### config.mk
export PLATFORM = sky130hd
export DESIGN_NAME = alt_mem_ddrx_mm_st_pipe_converter_flat
export DESIGN_NICKNAME = d
export VERILOG_FILES = /design/src/rtl/alt_mem_ddrx_mm_st_pipe_converter_if.sv /design/src/rtl/alt_mem_ddrx_mm_st_pipe_converter.sv /design/src/flat_wrapper.sv
export SDC_FILE = /design/constraint.sdc
export NUM_CORES = 1
export LEC_CHECK = 0
export ABC_AREA = 0
export CELL_PAD_IN_SITES_DETAIL_PLACEMENT = 0
export CELL_PAD_IN_SITES_GLOBAL_PLACEMENT = 2
export CORE_ASPECT_RATIO = 2
export CORE_MARGIN = 5
export CORE_UTILIZATION = 24
export CTS_BUF_LIST = sky130_fd_sc_hd__clkbuf_8 sky130_fd_sc_hd__clkbuf_16
export CTS_CLUSTER_SIZE = 14
export DETAILED_ROUTE_END_ITERATION = 16
export GPL_TIMING_DRIVEN = 0
export PLACE_DENSITY = 0.83
export SLEW_MARGIN = 5
export SYNTH_ARGS = -nofsm -noshare
export SYNTH_HDL_FRONTEND = slang
export SYNTH_SLANG_ARGS = --single-unit
### constraint.sdc
create_clock -name ctl_clk -period 2.5 [get_ports ctl_clk]
set_input_delay 0.25 -clock ctl_clk [delete_from_list [all_inputs] [get_ports ctl_clk]]
set_output_delay 0.25 -clock ctl_clk [all_outputs]
set_load 0.03 [all_outputs]
### src/rtl/alt_mem_ddrx_mm_st_pipe_converter_if.sv
// Avalon-MM slave side plus controller command/write/read streaming channels.
// The converter takes the slave modport; the driving environment takes master.
interface alt_mem_ddrx_mm_st_pipe_converter_if #(
  parameter int AVL_SIZE_WIDTH = 3,
  parameter int AVL_ADDR_WIDTH = 25,
  parameter int AVL_DATA_WIDTH = 32,
  parameter int LOCAL_ID_WIDTH = 8
) ();
  localparam int BE_W = AVL_DATA_WIDTH / 8;

  logic                      avl_ready;
  logic                      avl_read_req;
  logic                      avl_write_req;
  logic [AVL_SIZE_WIDTH-1:0] avl_size;
  logic [AVL_ADDR_WIDTH-1:0] avl_addr;
  logic [AVL_DATA_WIDTH-1:0] avl_wdata;
  logic [BE_W-1:0]           avl_be;
  logic                      local_priority;
  logic                      local_autopch_req;
  logic                      local_multicast;
  logic                      avl_rdata_valid;
  logic [AVL_DATA_WIDTH-1:0] avl_rdata;
  logic                      local_rdata_error;

  logic                      itf_cmd_ready;
  logic                      itf_cmd_valid;
  logic                      itf_cmd;
  logic [AVL_ADDR_WIDTH-1:0] itf_cmd_address;
  logic [AVL_SIZE_WIDTH-1:0] itf_cmd_burstlen;
  logic [LOCAL_ID_WIDTH-1:0] itf_cmd_id;
  logic                      itf_cmd_priority;
  logic                      itf_cmd_autopercharge;
  logic                      itf_cmd_multicast;

  logic                      itf_wr_data_ready;
  logic                      itf_wr_data_valid;
  logic                      itf_wr_data_begin;
  logic                      itf_wr_data_last;
  logic [AVL_DATA_WIDTH-1:0] itf_wr_data;
  logic [BE_W-1:0]           itf_wr_data_byte_en;
  logic [LOCAL_ID_WIDTH-1:0] itf_wr_data_id;

  logic                      itf_rd_data_ready;
  logic                      itf_rd_data_valid;
  logic                      itf_rd_data_error;
  logic                      itf_rd_data_begin;
  logic                      itf_rd_data_last;
  logic [AVL_DATA_WIDTH-1:0] itf_rd_data;
  logic [LOCAL_ID_WIDTH-1:0] itf_rd_data_id;

  modport slave (
    output avl_ready, avl_rdata_valid, avl_rdata, local_rdata_error,
    input  avl_read_req, avl_write_req, avl_size, avl_addr, avl_wdata, avl_be,
    input  local_priority, local_autopch_req, local_multicast,
    input  itf_cmd_ready,
    output itf_cmd_valid, itf_cmd, itf_cmd_address, itf_cmd_burstlen, itf_cmd_id,
    output itf_cmd_priority, itf_cmd_autopercharge, itf_cmd_multicast,
    input  itf_wr_data_ready,
    output itf_wr_data_valid, itf_wr_data_begin, itf_wr_data_last,
    output itf_wr_data, itf_wr_data_byte_en, itf_wr_data_id,
    output itf_rd_data_ready,
    input  itf_rd_data_valid, itf_rd_data_error, itf_rd_data_begin, itf_rd_data_last,
    input  itf_rd_data, itf_rd_data_id
  );

  modport master (
    input  avl_ready, avl_rdata_valid, avl_rdata, local_rdata_error,
    output avl_read_req, avl_write_req, avl_size, avl_addr, avl_wdata, avl_be,
    output local_priority, local_autopch_req, local_multicast,
    output itf_cmd_ready,
    input  itf_cmd_valid, itf_cmd, itf_cmd_address, itf_cmd_burstlen, itf_cmd_id,
    input  itf_cmd_priority, itf_cmd_autopercharge, itf_cmd_multicast,
    output itf_wr_data_ready,
    input  itf_wr_data_valid, itf_wr_data_begin, itf_wr_data_last,
    input  itf_wr_data, itf_wr_data_byte_en, itf_wr_data_id,
    input  itf_rd_data_ready,
    output itf_rd_data_valid, itf_rd_data_error, itf_rd_data_begin, itf_rd_data_last,
    output itf_rd_data, itf_rd_data_id
  );
endinterface

### src/rtl/alt_mem_ddrx_mm_st_pipe_converter.sv
// Avalon-MM to streaming command/write-data converter with registered output
// stages, burst sequencing, command ID tagging and read-outstanding throttling.
module alt_mem_ddrx_mm_st_pipe_converter #(
  parameter int AVL_SIZE_WIDTH     = 3,
  parameter int AVL_ADDR_WIDTH     = 25,
  parameter int AVL_DATA_WIDTH     = 32,
  parameter int LOCAL_ID_WIDTH     = 8,
  parameter int MAX_RD_OUTSTANDING = 8
) (
  input  logic ctl_clk,
  input  logic ctl_reset_n,
  alt_mem_ddrx_mm_st_pipe_converter_if.slave bus
);
  localparam int BE_W     = AVL_DATA_WIDTH / 8;
  localparam int RD_CNT_W = $clog2(MAX_RD_OUTSTANDING + 1);

  typedef enum logic {IDLE, WR_DATA} state_t;

  state_t                    state_q, state_d;
  logic [LOCAL_ID_WIDTH-1:0] id_cnt_q, id_cnt_d;
  logic [RD_CNT_W-1:0]       rd_cnt_q, rd_cnt_d;
  logic [AVL_SIZE_WIDTH-1:0] burst_cnt_q, burst_cnt_d;

  logic                      cmd_valid_q, cmd_write_q;
  logic [AVL_ADDR_WIDTH-1:0] cmd_addr_q;
  logic [AVL_SIZE_WIDTH-1:0] cmd_len_q;
  logic [LOCAL_ID_WIDTH-1:0] cmd_id_q;
  logic                      cmd_pri_q, cmd_apch_q, cmd_mcast_q;

  logic                      wr_valid_q, wr_begin_q, wr_last_q;
  logic [AVL_DATA_WIDTH-1:0] wr_data_q;
  logic [BE_W-1:0]           wr_be_q;
  logic [LOCAL_ID_WIDTH-1:0] wr_id_q;

  logic                      cmd_free, wr_free, rd_room, rd_ret;
  logic                      avl_ready_c, wr_cmd_acc, rd_acc, beat_acc;
  logic [AVL_SIZE_WIDTH-1:0] burst_len;

  assign cmd_free  = ~cmd_valid_q | bus.itf_cmd_ready;
  assign wr_free   = ~wr_valid_q | bus.itf_wr_data_ready;
  assign rd_room   = rd_cnt_q < RD_CNT_W'(MAX_RD_OUTSTANDING);
  assign rd_ret    = bus.itf_rd_data_valid & bus.itf_rd_data_last;
  // Burstcount 0 is treated as a single beat
  assign burst_len = (bus.avl_size == '0) ? AVL_SIZE_WIDTH'(1) : bus.avl_size;

  always_comb begin
    state_d     = state_q;
    burst_cnt_d = burst_cnt_q;
    avl_ready_c = 1'b0;
    wr_cmd_acc  = 1'b0;
    rd_acc      = 1'b0;
    beat_acc    = 1'b0;
    case (state_q)
      IDLE: begin
        if (bus.avl_write_req) begin
          avl_ready_c = cmd_free & wr_free;
          wr_cmd_acc  = avl_ready_c;
          if (wr_cmd_acc && burst_len != AVL_SIZE_WIDTH'(1)) begin
            state_d     = WR_DATA;
            burst_cnt_d = burst_len - AVL_SIZE_WIDTH'(1);
          end
        end else if (bus.avl_read_req) begin
          avl_ready_c = cmd_free & rd_room;
          rd_acc      = avl_ready_c;
        end else begin
          avl_ready_c = cmd_free;
        end
      end
      WR_DATA: begin
        // Reads wait here; only data beats of the open burst are taken
        avl_ready_c = wr_free;
        beat_acc    = bus.avl_write_req & avl_ready_c;
        if (beat_acc) begin
          burst_cnt_d = burst_cnt_q - AVL_SIZE_WIDTH'(1);
          if (burst_cnt_q == AVL_SIZE_WIDTH'(1)) state_d = IDLE;
        end
      end
      default: state_d = IDLE;
    endcase
  end

  always_comb begin
    id_cnt_d = id_cnt_q + LOCAL_ID_WIDTH'(wr_cmd_acc | rd_acc);
    rd_cnt_d = rd_cnt_q;
    if (rd_acc && !rd_ret) rd_cnt_d = rd_cnt_q + RD_CNT_W'(1);
    else if (!rd_acc && rd_ret && rd_cnt_q != '0) rd_cnt_d = rd_cnt_q - RD_CNT_W'(1);
  end

  always_ff @(posedge ctl_clk or negedge ctl_reset_n) begin
    if (!ctl_reset_n) begin
      state_q     <= IDLE;
      id_cnt_q    <= '0;
      rd_cnt_q    <= '0;
      burst_cnt_q <= '0;
    end else begin
      state_q     <= state_d;
      id_cnt_q    <= id_cnt_d;
      rd_cnt_q    <= rd_cnt_d;
      burst_cnt_q <= burst_cnt_d;
    end
  end

  always_ff @(posedge ctl_clk or negedge ctl_reset_n) begin
    if (!ctl_reset_n) begin
      cmd_valid_q <= 1'b0;
      cmd_write_q <= 1'b0;
      cmd_addr_q  <= '0;
      cmd_len_q   <= '0;
      cmd_id_q    <= '0;
      cmd_pri_q   <= 1'b0;
      cmd_apch_q  <= 1'b0;
      cmd_mcast_q <= 1'b0;
    end else if (wr_cmd_acc | rd_acc) begin
      cmd_valid_q <= 1'b1;
      cmd_write_q <= wr_cmd_acc;
      cmd_addr_q  <= bus.avl_addr;
      cmd_len_q   <= burst_len;
      cmd_id_q    <= id_cnt_q;
      cmd_pri_q   <= bus.local_priority;
      cmd_apch_q  <= bus.local_autopch_req;
      cmd_mcast_q <= bus.local_multicast;
    end else if (bus.itf_cmd_ready) begin
      cmd_valid_q <= 1'b0;
    end
  end

  // Beats after the first reuse wr_id_q, which still holds the burst's ID
  always_ff @(posedge ctl_clk or negedge ctl_reset_n) begin
    if (!ctl_reset_n) begin
      wr_valid_q <= 1'b0;
      wr_begin_q <= 1'b0;
      wr_last_q  <= 1'b0;
      wr_data_q  <= '0;
      wr_be_q    <= '0;
      wr_id_q    <= '0;
    end else if (wr_cmd_acc) begin
      wr_valid_q <= 1'b1;
      wr_begin_q <= 1'b1;
      wr_last_q  <= (burst_len == AVL_SIZE_WIDTH'(1));
      wr_data_q  <= bus.avl_wdata;
      wr_be_q    <= bus.avl_be;
      wr_id_q    <= id_cnt_q;
    end else if (beat_acc) begin
      wr_valid_q <= 1'b1;
      wr_begin_q <= 1'b0;
      wr_last_q  <= (burst_cnt_q == AVL_SIZE_WIDTH'(1));
      wr_data_q  <= bus.avl_wdata;
      wr_be_q    <= bus.avl_be;
    end else if (bus.itf_wr_data_ready) begin
      wr_valid_q <= 1'b0;
    end
  end

  assign bus.avl_ready             = avl_ready_c;
  assign bus.itf_cmd_valid         = cmd_valid_q;
  assign bus.itf_cmd               = cmd_write_q;
  assign bus.itf_cmd_address       = cmd_addr_q;
  assign bus.itf_cmd_burstlen      = cmd_len_q;
  assign bus.itf_cmd_id            = cmd_id_q;
  assign bus.itf_cmd_priority      = cmd_pri_q;
  assign bus.itf_cmd_autopercharge = cmd_apch_q;
  assign bus.itf_cmd_multicast     = cmd_mcast_q;
  assign bus.itf_wr_data_valid     = wr_valid_q;
  assign bus.itf_wr_data_begin     = wr_begin_q;
  assign bus.itf_wr_data_last      = wr_last_q;
  assign bus.itf_wr_data           = wr_data_q;
  assign bus.itf_wr_data_byte_en   = wr_be_q;
  assign bus.itf_wr_data_id        = wr_id_q;
  assign bus.itf_rd_data_ready     = 1'b1;
  assign bus.avl_rdata_valid       = bus.itf_rd_data_valid;
  assign bus.avl_rdata             = bus.itf_rd_data;
  assign bus.local_rdata_error     = bus.itf_rd_data_error;
endmodule

### src/flat_wrapper.sv
// flat-port wrapper written by rule: the top's interface ports become plain ports
module alt_mem_ddrx_mm_st_pipe_converter_flat 
#(
  parameter int AVL_SIZE_WIDTH     = 3,
  parameter int AVL_ADDR_WIDTH     = 25,
  parameter int AVL_DATA_WIDTH     = 32,
  parameter int LOCAL_ID_WIDTH     = 8,
  parameter int MAX_RD_OUTSTANDING = 8
)
  (ctl_clk, ctl_reset_n, bus_avl_ready, bus_avl_rdata_valid, bus_avl_rdata, bus_local_rdata_error, bus_avl_read_req, bus_avl_write_req, bus_avl_size, bus_avl_addr, bus_avl_wdata, bus_avl_be, bus_local_priority, bus_local_autopch_req, bus_local_multicast, bus_itf_cmd_ready, bus_itf_cmd_valid, bus_itf_cmd, bus_itf_cmd_address, bus_itf_cmd_burstlen, bus_itf_cmd_id, bus_itf_cmd_priority, bus_itf_cmd_autopercharge, bus_itf_cmd_multicast, bus_itf_wr_data_ready, bus_itf_wr_data_valid, bus_itf_wr_data_begin, bus_itf_wr_data_last, bus_itf_wr_data, bus_itf_wr_data_byte_en, bus_itf_wr_data_id, bus_itf_rd_data_ready, bus_itf_rd_data_valid, bus_itf_rd_data_error, bus_itf_rd_data_begin, bus_itf_rd_data_last, bus_itf_rd_data, bus_itf_rd_data_id);
  alt_mem_ddrx_mm_st_pipe_converter_if #(.AVL_SIZE_WIDTH(AVL_SIZE_WIDTH), .AVL_ADDR_WIDTH(AVL_ADDR_WIDTH), .AVL_DATA_WIDTH(AVL_DATA_WIDTH), .LOCAL_ID_WIDTH(LOCAL_ID_WIDTH)) bus_i ();
  input  logic ctl_clk;
  input  logic ctl_reset_n;
  output wire logic [$bits(bus_i.avl_ready)-1:0] bus_avl_ready;
  output wire logic [$bits(bus_i.avl_rdata_valid)-1:0] bus_avl_rdata_valid;
  output wire logic [$bits(bus_i.avl_rdata)-1:0] bus_avl_rdata;
  output wire logic [$bits(bus_i.local_rdata_error)-1:0] bus_local_rdata_error;
  input wire logic [$bits(bus_i.avl_read_req)-1:0] bus_avl_read_req;
  input wire logic [$bits(bus_i.avl_write_req)-1:0] bus_avl_write_req;
  input wire logic [$bits(bus_i.avl_size)-1:0] bus_avl_size;
  input wire logic [$bits(bus_i.avl_addr)-1:0] bus_avl_addr;
  input wire logic [$bits(bus_i.avl_wdata)-1:0] bus_avl_wdata;
  input wire logic [$bits(bus_i.avl_be)-1:0] bus_avl_be;
  input wire logic [$bits(bus_i.local_priority)-1:0] bus_local_priority;
  input wire logic [$bits(bus_i.local_autopch_req)-1:0] bus_local_autopch_req;
  input wire logic [$bits(bus_i.local_multicast)-1:0] bus_local_multicast;
  input wire logic [$bits(bus_i.itf_cmd_ready)-1:0] bus_itf_cmd_ready;
  output wire logic [$bits(bus_i.itf_cmd_valid)-1:0] bus_itf_cmd_valid;
  output wire logic [$bits(bus_i.itf_cmd)-1:0] bus_itf_cmd;
  output wire logic [$bits(bus_i.itf_cmd_address)-1:0] bus_itf_cmd_address;
  output wire logic [$bits(bus_i.itf_cmd_burstlen)-1:0] bus_itf_cmd_burstlen;
  output wire logic [$bits(bus_i.itf_cmd_id)-1:0] bus_itf_cmd_id;
  output wire logic [$bits(bus_i.itf_cmd_priority)-1:0] bus_itf_cmd_priority;
  output wire logic [$bits(bus_i.itf_cmd_autopercharge)-1:0] bus_itf_cmd_autopercharge;
  output wire logic [$bits(bus_i.itf_cmd_multicast)-1:0] bus_itf_cmd_multicast;
  input wire logic [$bits(bus_i.itf_wr_data_ready)-1:0] bus_itf_wr_data_ready;
  output wire logic [$bits(bus_i.itf_wr_data_valid)-1:0] bus_itf_wr_data_valid;
  output wire logic [$bits(bus_i.itf_wr_data_begin)-1:0] bus_itf_wr_data_begin;
  output wire logic [$bits(bus_i.itf_wr_data_last)-1:0] bus_itf_wr_data_last;
  output wire logic [$bits(bus_i.itf_wr_data)-1:0] bus_itf_wr_data;
  output wire logic [$bits(bus_i.itf_wr_data_byte_en)-1:0] bus_itf_wr_data_byte_en;
  output wire logic [$bits(bus_i.itf_wr_data_id)-1:0] bus_itf_wr_data_id;
  output wire logic [$bits(bus_i.itf_rd_data_ready)-1:0] bus_itf_rd_data_ready;
  input wire logic [$bits(bus_i.itf_rd_data_valid)-1:0] bus_itf_rd_data_valid;
  input wire logic [$bits(bus_i.itf_rd_data_error)-1:0] bus_itf_rd_data_error;
  input wire logic [$bits(bus_i.itf_rd_data_begin)-1:0] bus_itf_rd_data_begin;
  input wire logic [$bits(bus_i.itf_rd_data_last)-1:0] bus_itf_rd_data_last;
  input wire logic [$bits(bus_i.itf_rd_data)-1:0] bus_itf_rd_data;
  input wire logic [$bits(bus_i.itf_rd_data_id)-1:0] bus_itf_rd_data_id;
  assign bus_avl_ready = bus_i.avl_ready;
  assign bus_avl_rdata_valid = bus_i.avl_rdata_valid;
  assign bus_avl_rdata = bus_i.avl_rdata;
  assign bus_local_rdata_error = bus_i.local_rdata_error;
  assign bus_i.avl_read_req = bus_avl_read_req;
  assign bus_i.avl_write_req = bus_avl_write_req;
  assign bus_i.avl_size = bus_avl_size;
  assign bus_i.avl_addr = bus_avl_addr;
  assign bus_i.avl_wdata = bus_avl_wdata;
  assign bus_i.avl_be = bus_avl_be;
  assign bus_i.local_priority = bus_local_priority;
  assign bus_i.local_autopch_req = bus_local_autopch_req;
  assign bus_i.local_multicast = bus_local_multicast;
  assign bus_i.itf_cmd_ready = bus_itf_cmd_ready;
  assign bus_itf_cmd_valid = bus_i.itf_cmd_valid;
  assign bus_itf_cmd = bus_i.itf_cmd;
  assign bus_itf_cmd_address = bus_i.itf_cmd_address;
  assign bus_itf_cmd_burstlen = bus_i.itf_cmd_burstlen;
  assign bus_itf_cmd_id = bus_i.itf_cmd_id;
  assign bus_itf_cmd_priority = bus_i.itf_cmd_priority;
  assign bus_itf_cmd_autopercharge = bus_i.itf_cmd_autopercharge;
  assign bus_itf_cmd_multicast = bus_i.itf_cmd_multicast;
  assign bus_i.itf_wr_data_ready = bus_itf_wr_data_ready;
  assign bus_itf_wr_data_valid = bus_i.itf_wr_data_valid;
  assign bus_itf_wr_data_begin = bus_i.itf_wr_data_begin;
  assign bus_itf_wr_data_last = bus_i.itf_wr_data_last;
  assign bus_itf_wr_data = bus_i.itf_wr_data;
  assign bus_itf_wr_data_byte_en = bus_i.itf_wr_data_byte_en;
  assign bus_itf_wr_data_id = bus_i.itf_wr_data_id;
  assign bus_itf_rd_data_ready = bus_i.itf_rd_data_ready;
  assign bus_i.itf_rd_data_valid = bus_itf_rd_data_valid;
  assign bus_i.itf_rd_data_error = bus_itf_rd_data_error;
  assign bus_i.itf_rd_data_begin = bus_itf_rd_data_begin;
  assign bus_i.itf_rd_data_last = bus_itf_rd_data_last;
  assign bus_i.itf_rd_data = bus_itf_rd_data;
  assign bus_i.itf_rd_data_id = bus_itf_rd_data_id;
  alt_mem_ddrx_mm_st_pipe_converter #(.AVL_SIZE_WIDTH(AVL_SIZE_WIDTH), .AVL_ADDR_WIDTH(AVL_ADDR_WIDTH), .AVL_DATA_WIDTH(AVL_DATA_WIDTH), .LOCAL_ID_WIDTH(LOCAL_ID_WIDTH), .MAX_RD_OUTSTANDING(MAX_RD_OUTSTANDING)) u_core (.ctl_clk(ctl_clk), .ctl_reset_n(ctl_reset_n), .bus(bus_i));
endmodule
After elaboration in Yosys (flattened, before gate mapping) --
Index checks and enable logic that the tools add are counted.
Storage, ports and cells: flip-flop bits (word level) 104, output and inout port bits 124
Operators by class: $add $sub $neg 5, magnitude comparators 1, equality and inequality tests 6, multiplexer cells 34, bitwise operators 11, reductions and logical operators 13
Operator list (count):
- 32-bit two-way mux | 2
- 1-bit two-way mux | 21
- 4-bit two-way mux | 4
- 3-bit two-way mux | 4
- 8-bit adder | 1
- 3-bit by 1-bit == test with 1-bit output (second input constant) | 2
- 3-bit case mux with 2 select lines | 1
- 2-bit nonzero test | 3
- 3-bit by 1-bit subtractor with 3-bit output (second input constant) | 2
- 4-bit by 1-bit adder with 4-bit output (second input constant) | 1
- 1-bit AND | 4
- 1-bit logical AND | 4
- 4-bit less-than comparator (second input constant) | 1
- 2-bit inequality test (second input constant) | 2
- 1-bit OR | 4
- 1-bit case mux with 2 select lines | 2
- 4-bit nonzero test | 1
- 4-bit by 1-bit subtractor with 4-bit output (second input constant) | 1
- 3-bit logical NOT | 1
- 3-bit by 1-bit inequality test with 1-bit output (second input constant) | 1
- 1-bit inverter | 3
- 3-bit AND reduction | 1
- 3-bit nonzero test | 1
- 1-bit logical NOT | 2
- 2-bit by 1-bit inequality test with 1-bit output (second input constant) | 1

Longest topological paths before layout --
word-level depth 11, gate-level depth with buffers 10

Worst setup path before layout --
OpenSTA, ideal clock, no wires.
kind register to register, start point register u_core.cmd_valid_q, in the netlist u_core.bus.itf_cmd_valid, end point register u_core.rd_cnt_q[3], library setup time 139 ps, data arrival time 1999 ps, required time 2361 ps, path slack 362 ps, stages on the path, launching flop included 9, cells stage by stage dfrtp_1 nand2b_2 nand4_2 nand2b_1 ha_1 a21o_1 a21oi_1 nor2b_1 o221ai_1
On the way: word-level cells in the longest chain between the ends 10, elaborated cells on any way between the ends 12, those cells by class mux: 4; bitwise: 3; reduce/logical: 5
RTL lines:
- start, declared | line alt_mem_ddrx_mm_st_pipe_converter.sv:24 | logic cmd_valid_q, cmd_write_q;
- start signal, assigned | line alt_mem_ddrx_mm_st_pipe_converter.sv:105 | cmd_valid_q <= 1'b0;
- start signal, assigned | line alt_mem_ddrx_mm_st_pipe_converter.sv:114 | cmd_valid_q <= 1'b1;
- start signal, assigned | line alt_mem_ddrx_mm_st_pipe_converter.sv:123 | cmd_valid_q <= 1'b0;
- 1-bit inverter * | line alt_mem_ddrx_mm_st_pipe_converter.sv:39 | assign cmd_free = ~cmd_valid_q | bus.itf_cmd_ready;
- 1-bit OR * | line alt_mem_ddrx_mm_st_pipe_converter.sv:39
- 1-bit AND * | line alt_mem_ddrx_mm_st_pipe_converter.sv:63 | avl_ready_c = cmd_free & rd_room;
- 1-bit two-way mux * | line alt_mem_ddrx_mm_st_pipe_converter.sv:62 | end else if (bus.avl_read_req) begin
- 1-bit two-way mux * | line alt_mem_ddrx_mm_st_pipe_converter.sv:55 | if (bus.avl_write_req) begin
- 1-bit two-way mux * | line alt_mem_ddrx_mm_st_pipe_converter.sv:53 | case (state_q)
- 1-bit logical NOT | line alt_mem_ddrx_mm_st_pipe_converter.sv:86 | else if (!rd_acc && rd_ret && rd_cnt_q != '0) rd_cnt_d = rd_cnt_q - RD_CNT_W'(1);
- 1-bit logical AND (2 in series) | line alt_mem_ddrx_mm_st_pipe_converter.sv:86
- 2-bit nonzero test (no line)
- end signal, assigned | line alt_mem_ddrx_mm_st_pipe_converter.sv:98 | rd_cnt_q <= rd_cnt_d;
- end, declared | line alt_mem_ddrx_mm_st_pipe_converter.sv:21 | logic [RD_CNT_W-1:0] rd_cnt_q, rd_cnt_d;
Mark *: on every way between the ends. The rest lies on a longest branch, timed or not. A chain may end at the register's enable or synchronous reset.

Final worst setup path --
start point register u_core.state_q, end point register u_core.rd_cnt_q[3]
On the way: word-level cells in the longest chain between the ends 5, elaborated cells on any way between the ends 7, those cells by class mux: 2; reduce/logical: 5
RTL lines:
- start, declared | line alt_mem_ddrx_mm_st_pipe_converter.sv:19 | state_t state_q, state_d;
- start signal, assigned | line alt_mem_ddrx_mm_st_pipe_converter.sv:96 | state_q <= state_d;
- 1-bit two-way mux * | line alt_mem_ddrx_mm_st_pipe_converter.sv:53
- 1-bit logical NOT | line alt_mem_ddrx_mm_st_pipe_converter.sv:86
- 1-bit logical AND (2 in series) | line alt_mem_ddrx_mm_st_pipe_converter.sv:86
- 2-bit nonzero test (no line)
Marks and branches as above.

==> summary.md <==
| Metric | Value |
|---|---|
| Status | finished clean |
| Asr flop ratio synth | 100% |
| Post-Synthesis Net Count | 442 |
| Max Cap Viol | 0 |
| Minimum clock period | 2.29 ns |
| Die Footprint | 22100 um^2 |
| Sequential area share after synthesis | 57.0% |
| Post-synth top area share | 57.0% |
| CP Data Required Time | 2.71 ns |
| Synth Area in Compound Gates | 1.42% |
| Slew Viols, Final | 0 |
| RSZ-0062 raised after global routing | false |
| Overall power | 9.32 mW |
| Final Util | 38.4% |
| Largest family of logic cells by synthesized area | multiplexers |
| 1st-iter DRT viols | 43 |
| R2R Path End | u_core.rd_cnt_q[3]$_DFFE_PN0P_ |
| GRT Residual Overflow | 0 |
| First-pass GRT wire length | 19.5 mm |
| Pre-antenna DRT Iters | 4 |
| Cells after Synth | 315 |
| Post-Synth Adder-Cell Area | 2.90% |
| Residual DRC | 0 |
| Layout Nets | 652 |
| Worst VDD drop | 0.469 mV |
| # IOs | 241 |
| Post-Route WL | 12.8 mm |
| Average wire per standard cell | 16.4 um |
| Hpwl dp | 10.3 mm |
| Pin count of the biggest net entering global routing | 58 |
| Yosys warnings | 0 |
| Clock root cell | clkbuf_16 |
| Synth Area in XOR/XNOR | 1.92% |
| Num CTS Buffers | 9 |
| FP Rows | 71 |
| Mean number of vias per cell | 4.09 |
| GR Util All Layers | 11.6% |
| Mean area per synthesized cell | 14.5 um^2 |
| Synth area leader | dfrtp_1 |
| Fill count | 1814 |
| Final hold viol count | 0 |
| Ant diodes | 0 |
| Setup Skew | 0.00741 ns |
| WP data arrival | 2.50 ns |
| Clock slew at reported path FFs | 0.07 ns |
| Number of global-route vias before repair | 3624 |
| DR vias | 3205 |
| CP Capture Type | flop |
| Vert. Die Dim | 205 um |
| Period utilization | 91.7% |
| FF-to-FF path depth | 9 |
| Synth Area in Simple Gates | 4.79% |
| TritonCTS clock tree | done |
| Synth Cell Area | 4570 um^2 |
| R2r startpoint | u_core.state_q$_DFF_PN0_ |
| Die width | 108 um |
| # clock sinks | 104 |
| Area Overhead vs Synth | 57.3% |
| Post-synth cell types | 36 |
| Fmax | 0.436 GHz |
| PortBufs | 197 |
| Mux cell area share after synthesis | 23.4% |
| Crit path kind | flop to flop |
| Layout cells sized above 1 | 29.7% |
| Clk_lat worst skew | 0.34 ns |
| Worst slew margin | 56.9% |
| Post-CTS Setup Inserts | 0 |
| Clock Tree Buf Depth | 2 |
| Critical Path Start Type | flop |
| Worst hold slack | 0.479 ns |
| Type of the most critical hold path | primary input to async pin |
| Setup_tns | 0 ns |
| Post-synthesis register bit count | 104 |
| Worst-Margin Slew | 0.647 ns |
| Initial antenna violation count | 0 |
| Leak pwr | 3.12 nW |
| Top post-synthesis cells by area | dfrtp_1 (57%), mux2_2 (17%), mux2_4 (5.9%) |
| Initial Util | 24.4% |
| Synth Flop Type | dfrtp_1 |
| H-tree depth | 3 |
| R2r setup slk | 0.21 ns |
| Final ANT Viol Nets | 0 |
| Routability cong. | 0.693 |
| Pwr Density | 1300 nW/um^2 |
| Number of flops mapped to enable cells by yosys | 0 |
| # setup viols final | 0 |
| CP max FO | 9 |
| Core box area | 18700 um^2 |
[power by group]
part           leakage [nW]  internal [mW]  switching [mW]
clock                 0.138          0.759           0.610
sequential             1.25           2.47           0.458
combinational          1.73           2.41            2.61
[flip-flops by register name, indices dropped and copies added, names as in the netlist]
register	cells
u_core.bus.itf_wr_data_begin	1
u_core.state_q	1
u_core.bus.itf_cmd	1
u_core.bus.itf_cmd_burstlen	3
u_core.bus.itf_wr_data_id	8
u_core.bus.itf_cmd_autopercharge	1
u_core.bus.itf_wr_data_valid	1
u_core.bus.itf_cmd_multicast	1
u_core.bus.itf_wr_data_byte_en	4
u_core.id_cnt_q	8
u_core.bus.itf_wr_data_last	1
u_core.bus.itf_cmd_id	8
u_core.bus.itf_cmd_priority	1
u_core.rd_cnt_q	4
u_core.bus.itf_cmd_address	25
u_core.bus.itf_cmd_valid	1
u_core.burst_cnt_q	3
u_core.bus.itf_wr_data	32
[worst max path at each step]
stage,depth (start not counted),start,endpoint
2_1_floorplan,8,u_core.bus.itf_cmd_valid$_DFFE_PN0P_,u_core.rd_cnt_q[3]$_DFFE_PN0P_
3_3_place_gp,1,ctl_reset_n,u_core.rd_cnt_q[0]$_DFFE_PN0P_
3_5_place_dp,10,bus_avl_write_req,u_core.id_cnt_q[7]$_DFF_PN0_
4_1_cts,10,u_core.state_q$_DFF_PN0_,u_core.id_cnt_q[7]$_DFF_PN0_
5_1_grt,9,u_core.state_q$_DFF_PN0_,u_core.rd_cnt_q[3]$_DFFE_PN0P_
6_report,9,u_core.state_q$_DFF_PN0_,u_core.rd_cnt_q[3]$_DFFE_PN0P_
[metal layers]
layer / track usage [%] / vias to the layer above / part of all wire [%]
li1: - / 1459 / -
met1: 10.7 / 1562 / 32
met2: 22.4 / 162 / 57
met3: 3.44 / 22 / 8.0
met4: 5.55 / 0 / 2.9
met5: 0 / - / 0
[layout by cell type, fill, tap and decap left out, types with 4 or more instances in the layout]
cell and count:
buf_4 36, mux2_2 68, nand2_1 11, mux2_4 18, clkbuf_16 9, xnor2_1 6
buf_6 8, clkdlybuf4s50_1 195, nand3_1 8, ha_1 9, xor2_1 4, a21oi_1 4
inv_1 7, dfrtp_1 104
[timing repair]
| action | in CTS | in global routing |
|---|---|---|
| hold buffers | 1 | 0 |
| endpoints found under the hold margin | 47 | 0 |
| pin swaps | 0 | 0 |
| resized for setup | 1 | 4 |
| setup endpoints to repair | 1 | 2 |
[critical path, cell delays in order, from the launching register on]
cell,delay (ns)
dfrtp_1,0.38
buf_6,0.14
nor2_2,0.17
nand4_4,0.19
nand2b_2,0.28
ha_1,0.32
a21o_1,0.19
a21oi_1,0.23
nor2b_1,0.16
o221ai_1,0.12
[cell usage after synthesis (3+ instances only)]
library cell	n
mux2_4	18
buf_6	8
mux2_2	68
xnor2_1	6
nand2_1	11
ha_1	9
nor2_1	4
inv_1	6
nor2b_1	3
xor2_1	4
a21oi_1	4
dfrtp_1	104
buf_4	35
nand3_1	8
[stage by stage]
stage | instances | area (um^2) | worst slack, ns
after detailed placement | 768 | 6890 | -0.313
after floorplan | 315 | 4570 | 0.362
after global placement | 767 | 6860 | -2.86
after global routing | 783 | 7190 | 0.0360
after CTS | 783 | 7170 | 0.0104
final | 783 | 7190 | 0.208
[logic make-up (layout without fill, tap and decap cells)]
| group | after synthesis | count (layout) |
|---|---|---|
| DFF | 104 | 104 |
| muxes | 89 | 89 |
| buffers and inverters | 52 | 265 |
| and+or+nand+nor | 38 | 38 |
| AOI/OAI and AO/OA | 11 | 11 |
| adders and majority gates | 10 | 10 |
| xor gates and xnor gates | 10 | 10 |
| other | 1 | 1 |
[cell type report]
cell class | instances | area [um^2] | area share (%)
flip-flops and latches | 104 | 2600 | 36.2
repair buffers | 199 | 2010 | 27.9
multi-input cells | 159 | 1600 | 22.2
plain buffers | 45 | 363 | 5.05
well taps | 255 | 319 | 4.44
clock buffers | 9 | 225 | 3.13
clock inverters | 5 | 51.3 | 0.714
inverters | 7 | 26.3 | 0.365
No activity file was read; power rests on OpenSTA's default activity.
